File: src/rtl/n_stage_stall_unit.sv
// n_stage_stall_unit: hazard-driven stall/flush controller for an in-order
// pipeline of NUM_STAGES (>=5) stages. It also provides:
//   - outstanding data-memory request tracking with back-pressure when full
//   - multi-cycle decode flush after an execute-stage redirect
//   - a PC-stall watchdog
//   - saturating performance counters
//
// Ports:
//   clock, reset             rising-edge clock, async active-high reset
//   true_data_hazard         load-use hazard in decode
//   d_mem_issue_hazard       data memory cannot accept a request
//   d_mem_recv_hazard        data memory response not yet available
//   i_mem_hazard             instruction fetch not ready
//   JALR_branch_hazard       redirect resolved in execute
//   JAL_hazard               JAL redirect resolved in decode
//   d_mem_req / d_mem_resp   data request presented / response returned
//   stall[i] / flush[i]      hold / bubble for stage i register (0 = PC)
//   outstanding_count        in-flight data requests
//   stall_timeout            sticky watchdog flag
//   protocol_error           sticky: response seen with nothing outstanding
//   stall_cycles             saturating count of PC-stall cycles
//   flush_events             saturating count of cycles with any flush
//   scan                     simulation-only state dump enable

// Saturating up-counter; one instance per performance counter.
module n_stage_stall_sat_cnt #(
  parameter int W = 32
) (
  input  logic         clock,
  input  logic         reset,
  input  logic         inc,
  output logic [W-1:0] cnt
);
  logic [W-1:0] cnt_q, cnt_d;

  always_comb begin
    cnt_d = cnt_q;
    if (inc && !(&cnt_q)) cnt_d = cnt_q + W'(1);
  end

  always_ff @(posedge clock or posedge reset)
    if (reset) cnt_q <= '0;
    else       cnt_q <= cnt_d;

  assign cnt = cnt_q;
endmodule

module n_stage_stall_unit #(
  parameter  int CORE                = 0,
  parameter  int SCAN_CYCLES_MIN     = 0,
  parameter  int SCAN_CYCLES_MAX     = 1000,
  parameter  int NUM_STAGES          = 5,
  parameter  int MAX_OUTSTANDING     = 2,
  parameter  int BRANCH_FLUSH_CYCLES = 1,
  parameter  int STALL_TIMEOUT       = 1024,
  parameter  int CNT_WIDTH           = 32,
  localparam int OC_W                = $clog2(MAX_OUTSTANDING + 1)
) (
  input  logic                  clock,
  input  logic                  reset,
  input  logic                  true_data_hazard,
  input  logic                  d_mem_issue_hazard,
  input  logic                  d_mem_recv_hazard,
  input  logic                  i_mem_hazard,
  input  logic                  JALR_branch_hazard,
  input  logic                  JAL_hazard,
  input  logic                  d_mem_req,
  input  logic                  d_mem_resp,
  output logic [NUM_STAGES-1:0] stall,
  output logic [NUM_STAGES-1:0] flush,
  output logic [OC_W-1:0]       outstanding_count,
  output logic                  stall_timeout,
  output logic                  protocol_error,
  output logic [CNT_WIDTH-1:0]  stall_cycles,
  output logic [CNT_WIDTH-1:0]  flush_events,
  input  logic                  scan
);
  localparam int MEM   = NUM_STAGES - 2;
  localparam int WB    = NUM_STAGES - 1;
  localparam int EXT_W = (BRANCH_FLUSH_CYCLES > 1) ? $clog2(BRANCH_FLUSH_CYCLES) : 1;
  localparam int WD_W  = $clog2(STALL_TIMEOUT + 1);

  localparam logic [OC_W-1:0]  OC_MAX   = OC_W'(MAX_OUTSTANDING);
  localparam logic [EXT_W-1:0] EXT_LOAD = EXT_W'(BRANCH_FLUSH_CYCLES - 1);
  localparam logic [WD_W-1:0]  WD_MAX   = WD_W'(STALL_TIMEOUT);

  logic [OC_W-1:0]  oc_q, oc_d;
  logic [EXT_W-1:0] ext_q, ext_d;
  logic [WD_W-1:0]  wd_q, wd_d;
  logic             to_q, to_d;
  logic             perr_q, perr_d;
  logic [31:0]      cyc_q, cyc_d;

  logic full_block, mem_hold, redirect, accept, retire;
  logic [NUM_STAGES-1:0] stall_raw, flush_raw;

  // A request at a full tracker is blocked unless a response frees a slot
  // in the same cycle.
  assign full_block = d_mem_req & (oc_q == OC_MAX) & ~d_mem_resp;
  assign mem_hold   = d_mem_issue_hazard | d_mem_recv_hazard | full_block;
  assign redirect   = JALR_branch_hazard | (ext_q != '0);
  assign accept     = d_mem_req & ~d_mem_issue_hazard & ~full_block;
  assign retire     = d_mem_resp & (oc_q != '0);

  // Priority resolution; a lower-priority hazard simply waits, since the
  // stage holding it is either frozen or replayed.
  always_comb begin
    stall_raw = '0;
    flush_raw = '0;
    if (mem_hold) begin
      for (int i = 0; i <= MEM; i++) stall_raw[i] = 1'b1;
      flush_raw[WB] = 1'b1;
    end else if (redirect) begin
      flush_raw[1] = 1'b1;
      flush_raw[2] = JALR_branch_hazard;
    end else if (true_data_hazard) begin
      stall_raw[1:0] = 2'b11;
      flush_raw[2]   = 1'b1;
    end else if (JAL_hazard || i_mem_hazard) begin
      flush_raw[1] = 1'b1;
      stall_raw[0] = i_mem_hazard;
    end
  end

  // Outputs are forced idle while reset is held.
  assign stall = reset ? '0 : stall_raw;
  assign flush = reset ? '0 : flush_raw;

  always_comb begin
    // Extension counter freezes under mem_hold so the flush window is not
    // consumed while the pipeline is frozen.
    ext_d = ext_q;
    if (JALR_branch_hazard && !mem_hold)  ext_d = EXT_LOAD;
    else if (ext_q != '0 && !mem_hold)    ext_d = ext_q - EXT_W'(1);

    oc_d = oc_q;
    case ({accept, retire})
      2'b10:   oc_d = oc_q + OC_W'(1);
      2'b01:   oc_d = oc_q - OC_W'(1);
      default: oc_d = oc_q;
    endcase
    perr_d = perr_q | (d_mem_resp & (oc_q == '0));

    // Watchdog run length saturates at the threshold; the flag latches the
    // cycle the run reaches it and shows from the following cycle.
    wd_d = '0;
    if (stall_raw[0]) wd_d = (wd_q == WD_MAX) ? wd_q : wd_q + WD_W'(1);
    to_d = to_q | (wd_d == WD_MAX);

    cyc_d = cyc_q + 32'd1;
  end

  always_ff @(posedge clock or posedge reset)
    if (reset) begin
      oc_q   <= '0;
      ext_q  <= '0;
      wd_q   <= '0;
      to_q   <= 1'b0;
      perr_q <= 1'b0;
      cyc_q  <= '0;
    end else begin
      oc_q   <= oc_d;
      ext_q  <= ext_d;
      wd_q   <= wd_d;
      to_q   <= to_d;
      perr_q <= perr_d;
      cyc_q  <= cyc_d;
    end

  assign outstanding_count = oc_q;
  assign stall_timeout     = to_q;
  assign protocol_error    = perr_q;

  // Perf counters: [0] PC-stall cycles, [1] cycles with any flush.
  logic [1:0]                perf_inc;
  logic [1:0][CNT_WIDTH-1:0] perf_cnt;
  assign perf_inc = {|flush_raw, stall_raw[0]};

  for (genvar g = 0; g < 2; g++) begin : g_perf
    n_stage_stall_sat_cnt #(.W(CNT_WIDTH)) u_cnt (
      .clock (clock),
      .reset (reset),
      .inc   (perf_inc[g]),
      .cnt   (perf_cnt[g])
    );
  end

  assign stall_cycles = perf_cnt[0];
  assign flush_events = perf_cnt[1];

`ifndef SYNTHESIS
  // Simulation-only state dump inside the scan window.
  always @(posedge clock)
    if (!reset && scan && cyc_q >= 32'(SCAN_CYCLES_MIN) && cyc_q <= 32'(SCAN_CYCLES_MAX))
      $display("core %0d cyc %0d tdh=%b iss=%b rcv=%b imem=%b jalr=%b jal=%b req=%b rsp=%b stall=%b flush=%b oc=%0d",
               CORE, cyc_q, true_data_hazard, d_mem_issue_hazard, d_mem_recv_hazard,
               i_mem_hazard, JALR_branch_hazard, JAL_hazard, d_mem_req, d_mem_resp,
               stall, flush, oc_q);
`endif
endmodule

File: config.mk
export PLATFORM = sky130hd
export DESIGN_NAME = n_stage_stall_unit
export DESIGN_NICKNAME = d
export VERILOG_FILES = /design/src/rtl/n_stage_stall_unit.sv
export SDC_FILE = /design/constraint.sdc
export NUM_CORES = 1
export LEC_CHECK = 0
export BUFFER_PORTS_ARGS = -buffer_cell sky130_fd_sc_hd__buf_2
export CAP_MARGIN = 20
export CORE_MARGIN = 2
export CORE_UTILIZATION = 55
export CTS_BUF_LIST = sky130_fd_sc_hd__clkbuf_8 sky130_fd_sc_hd__clkbuf_16
export DETAILED_ROUTE_END_ITERATION = 10
export GPL_TIMING_DRIVEN = 0
export PLACE_DENSITY = 0.9
export SYNTH_ARGS = -nofsm -noshare
export SYNTH_HDL_FRONTEND = slang
export SYNTH_SLANG_ARGS = --single-unit
File: constraint.sdc
create_clock -name clock -period 4.3 [get_ports clock]
set_clock_uncertainty 0.1 [all_clocks]
set_input_delay 0.86 -clock clock [delete_from_list [all_inputs] [get_ports clock]]
set_output_delay 0.86 -clock clock [all_outputs]
set_load 0.005 [all_outputs]
======== After elaboration in Yosys (flattened, before gate mapping) ========
Index checks and enable logic that the tools add are counted.
word-level totals
  output and inout port bits .............. 78
  flip-flop bits (word level) ............. 80
  memories kept ........................... 0
  ROM bits ................................ 0
  logic and storage cells ................. 65
  bits in latches ......................... 0
  bits of input ports ..................... 11
  bits in writable memories ............... 0
operators by class
  divide/modulo/power cells ............... 0
  add/sub/neg operators ................... 6
  mux-type cells .......................... 18
  multipliers ............................. 0
  bitwise operators ....................... 14
  reduce and logical (&&, ||, !) cells .... 15
  shift operators ......................... 0
  $lt $le $gt $ge ......................... 0
  equality and inequality tests ........... 5
operators by type and width
  operator                                             count
  adder 32 x 1 -> 32 bit, second input constant        2
  AND reduction 32 bit                                 2
  equality test 11 bit, second input constant          2
  2-to-1 mux 11 bit                                    2
  adder 11 x 1 -> 11 bit, second input constant        1
  2-to-1 mux 2 bit                                     5
  2-to-1 mux 1 bit                                     8
  bitwise AND 1 bit                                    6
  nonzero test 2 bit                                   3
  2-to-1 mux 5 bit                                     1
  OR 1 bit                                             5
  equality test 2 bit, second input constant           2
  logical AND 1 bit                                    4
  2-to-1 mux 4 bit                                     1
  case mux 2 bit (2 select lines)                      1
  logical NOT 1 bit                                    3
  NOT 1 bit                                            3
  OR reduction 3 bit                                   1
  adder 2 x 1 -> 2 bit, second input constant          1
  equality test 2 x 1 -> 1 bit, second input constant  1
  logical NOT 2 bit                                    1
  subtractor 2 x 1 -> 2 bit, second input constant     1
  logical OR 1 bit                                     1
  subtractor 1 bit, second input constant              1

======== Depth between registers and ports, before layout ========
  depth in word-level cells ............... 8
  gate-level depth with buffers ........... 8
  mapped depth without buffers ............ 7

======== By module ========
From an unflattened synthesis, not the netlist that was laid out.
second synthesis, totals
  cells, all modules ...................... 427
  area, all modules ....................... 4,393.0 um^2
modules (own cells, without submodules)
  module                 times used  cells an instance  sequential area each (um^2)  area an instance (um^2)
  n_stage_stall_sat_cnt  2           155                800.8                        1,665.3
  n_stage_stall_unit     1           117                400.4                        1,062.3

======== Least setup slack after synthesis ========
Ideal clock, no wire load.
  kind .................................... in2out
  start point ............................. input d_mem_issue_hazard
  end point ............................... output stall[0]
  arrival time ............................ 1.691 ns
  stages .................................. 4
  slack ................................... 1.649 ns
  data required time ...................... 3.340 ns
  buffers on the path ..................... 1
  path through ............................ nor2_1 > o311a_1 > clkbuf_1 > nor2_1
between the ends
  cells in the longest elaborated chain, start to end .. 4
RTL lines
  item                    RTL line  text
  start, declared         62        input logic d_mem_issue_hazard,
  OR 1 bit (2 in series)  100       assign mem_hold = d_mem_issue_hazard | d_mem_recv_hazard | full_block;
  2-to-1 mux 2 bit        110       if (mem_hold) begin
  2-to-1 mux 4 bit        126       assign stall = reset ? '0 : stall_raw;
  end, declared           69        output logic [NUM_STAGES-1:0] stall,
Every way passes these cells.

======== Final worst setup path ========
Same ends and word-level chain as after synthesis.

==> flow_metrics.env <==
export IMPL_status="complete, no violations"
export IMPL_min_period_ns=3.248
export IMPL_yosys_most_used_dff="dfrtp_1"
export IMPL_cts_buffer_depth=2
export IMPL_yosysMostFrequentCell="dfrtp_1"
export IMPL_cp_end_kind="output port"
export IMPL_setup_viol=0
export IMPL_overflow=0
export IMPL_fmax_mhz=307.9
export IMPL_area_growth_pct=18.54
export IMPL_synth_top_area_share_pct=48.22
export IMPL_fp_dieW_um=90.88
export IMPL_dr_first_iter_drc_count=219
export IMPL_first_pass_iters=4
export IMPL_grt_max_degree=61
export IMPL_grt_pass1_wl_mm=15.88
export IMPL_peakVddDrop_mv=0.2512
export IMPL_antenna_found_initial=0
export IMPL_pre_cts_ws_ns=1.061
export IMPL_synthTopCellsByCount="dfrtp_1 (80), xnor2_1 (37), xor2_1 (35), nand3_1 (32)"
export IMPL_avgSynthCellArea_um2=10.08
export IMPL_drc=0
export IMPL_final_layout_size_suffix_gt1_share_pct=23.30
export IMPL_hp_class="reg -> reg"
export IMPL_critPathArrivalTime_ns=2.29
export IMPL_hold_buffers=0
export IMPL_synth_area_um2=4151
export IMPL_yosysWarningCount=0
export IMPL_synth_area_leader_cell="dfrtp_1"
export IMPL_insertion_delay_ns=0.35
export IMPL_wirelength_mm=9.343
export IMPL_num_vias=3502
export IMPL_drtAntennaViolNets=0
export IMPL_cts_tree="built"
export IMPL_setup_ws_ns=1.052
export IMPL_synth_edf_count=0
export IMPL_path_class="in -> out"
export IMPL_wl_met1_mm=3.978
export IMPL_rsz0062_at_grt="no"
export IMPL_yosysSeqAreaShare_pct=48.22
export IMPL_rows=31
export IMPL_hold_viol_final=0
export IMPL_tightest_slew_ns=0.7211
export IMPL_ys_top_cells_by_area="dfrtp_1 (48%), xnor2_1 (7.8%), xor2_1 (7.4%)"
export IMPL_critPathLaunchType="input port"
export IMPL_cts_root_buf="clkbuf_8"
export IMPL_worstPathRequired_ns=3.34
export IMPL_n_antenna_cell=0
export IMPL_die_y_um=90.88
export IMPL_post_cts_resized=0
export IMPL_dpl_instance_area_um2=4733
export IMPL_cts_made_buffers=9
export IMPL_setup_tns_ns=0
export IMPL_relSlewSlack_pct=51.56
export IMPL_detailed_place_hpwl_mm=6.776
export IMPL_wl_per_cell_um=15.22
export IMPL_core_um2=7292
export IMPL_die_area_um2=8259
export IMPL_synth_cells=412
export IMPL_grt_pass1_vias=3381
export IMPL_synth_distinct_cells=50
export IMPL_final_nets=526
export IMPL_final_util_pct=67.48
export IMPL_postCtsSetupBuffers=0
export IMPL_p_leak_nw=2.309
export IMPL_dpl_cell_count=598
export IMPL_finalCritPeriodShare_pct=75.54
export IMPL_stdcell_count=614
export IMPL_hold_ws_ns=0.3587
export IMPL_initial_core_util_pct=56.93
export IMPL_yosys_register_bits=80
export IMPL_met3_length_um=589
export IMPL_final_area_um2=4921
export IMPL_dr_max_layer_used="met4"
export IMPL_portBuffers=84
export IMPL_ioPinCount=89
export IMPL_via_per_inst=5.704
export IMPL_worstPathMaxFanout=10
export IMPL_cts_htree_levels=3
export IMPL_gr_usage_all_layers_pct=23.60
export IMPL_power_mw=2.031
export IMPL_wl_met2_mm=4.658
export IMPL_place_congestion=0.9498
export IMPL_slew_viol_final=0
export IMPL_cap_violations=0
export IMPL_ys_async_sr_fraction_pct=100.0
export IMPL_cts_sinks=80
export IMPL_p_per_area_nw_per_um2=412.8
export IMPL_cts_clk_slew_worst_paths_ns=0.08
worst max-delay path: stages:
cell and delay, ns:
buf_2 0.12, nor2_1 0.34, o311a_1 0.32, clkbuf_1 0.43
nor2_1 0.08, buf_2 0.14
power breakdown:
group,internal (mW),leakage [nW],switching [mW]
sequential,0.865,1.01,0.141
combinational,0.248,1.21,0.251
clock,0.233,0.0899,0.294
placed cells by master, fill, tap and decap left out, types with 6 or more instances in the layout:
| cell type | synthesis | routed |
|---|---|---|
| dfrtp_1 | 80 | 80 |
| buf_2 | 3 | 87 |
| nand2_1 | 27 | 27 |
| nand4_1 | 23 | 23 |
| nor4_1 | 16 | 16 |
| and2_1 | 6 | 6 |
| a21oi_1 | 7 | 7 |
| xor2_1 | 35 | 35 |
| and4_1 | 7 | 7 |
| and3_1 | 9 | 9 |
| nor2_1 | 27 | 27 |
| xnor2_1 | 37 | 37 |
| nand3_1 | 32 | 32 |
| nor3_1 | 24 | 24 |
| clkbuf_8 | 0 | 10 |
| inv_1 | 17 | 16 |
area by class of cell:
type                       instances  area (um2)
inverter                          17       66.31
timing repair buffer              85       447.9
multi-input combinational        303        2011
clock inverter                     6       50.05
clock buffer                      10       137.6
buffer                            14       82.58
sequential                        80        2002
fill                             599        2371
tap                               99       123.9
sequential cells by signal, summed over array words and instances, names as in the netlist:
register and count:
g_perf.u_cnt.cnt 64, wd_q 11, outstanding_count 2, ext_q 1
protocol_error 1, stall_timeout 1
cell families after synthesis:
kind of cell | Yosys count | synth area share (%)
fa+ha+maj | 5 | 1.507
mux | 3 | 0.7836
xor+xnor | 72 | 15.19
simple gates | 192 | 25.62
other cells | 1 | 0.09033
buf+inv | 31 | 3.526
flops | 80 | 48.22
compound gates | 28 | 5.063
routing by layer:
| layer | vias up | track usage (%) |
|---|---|---|
| met5 | - | 0 |
| met2 | 127 | 40.61 |
| met3 | 10 | 3.756 |
| met1 | 1706 | 30.49 |
| met4 | 0 | 7.955 |
| li1 | 1659 | - |
worst paths after layout:
path                                 startpoint                      end  slack (ns)  cells past startpoint
min reg2reg                      protocol_error           protocol_error        0.36                      1
min in group asynchronous                 reset                  wd_q[3]        0.41                      2
max                          d_mem_issue_hazard                 stall[0]        1.05                      6
min                              protocol_error           protocol_error        0.36                      1
max in group asynchronous                 reset  g_perf[0].u_cnt.cnt[20]        3.10                      3
max reg2reg                outstanding_count[0]  g_perf[0].u_cnt.cnt[25]        1.84                      5
(Power assumes the default switching activity.)
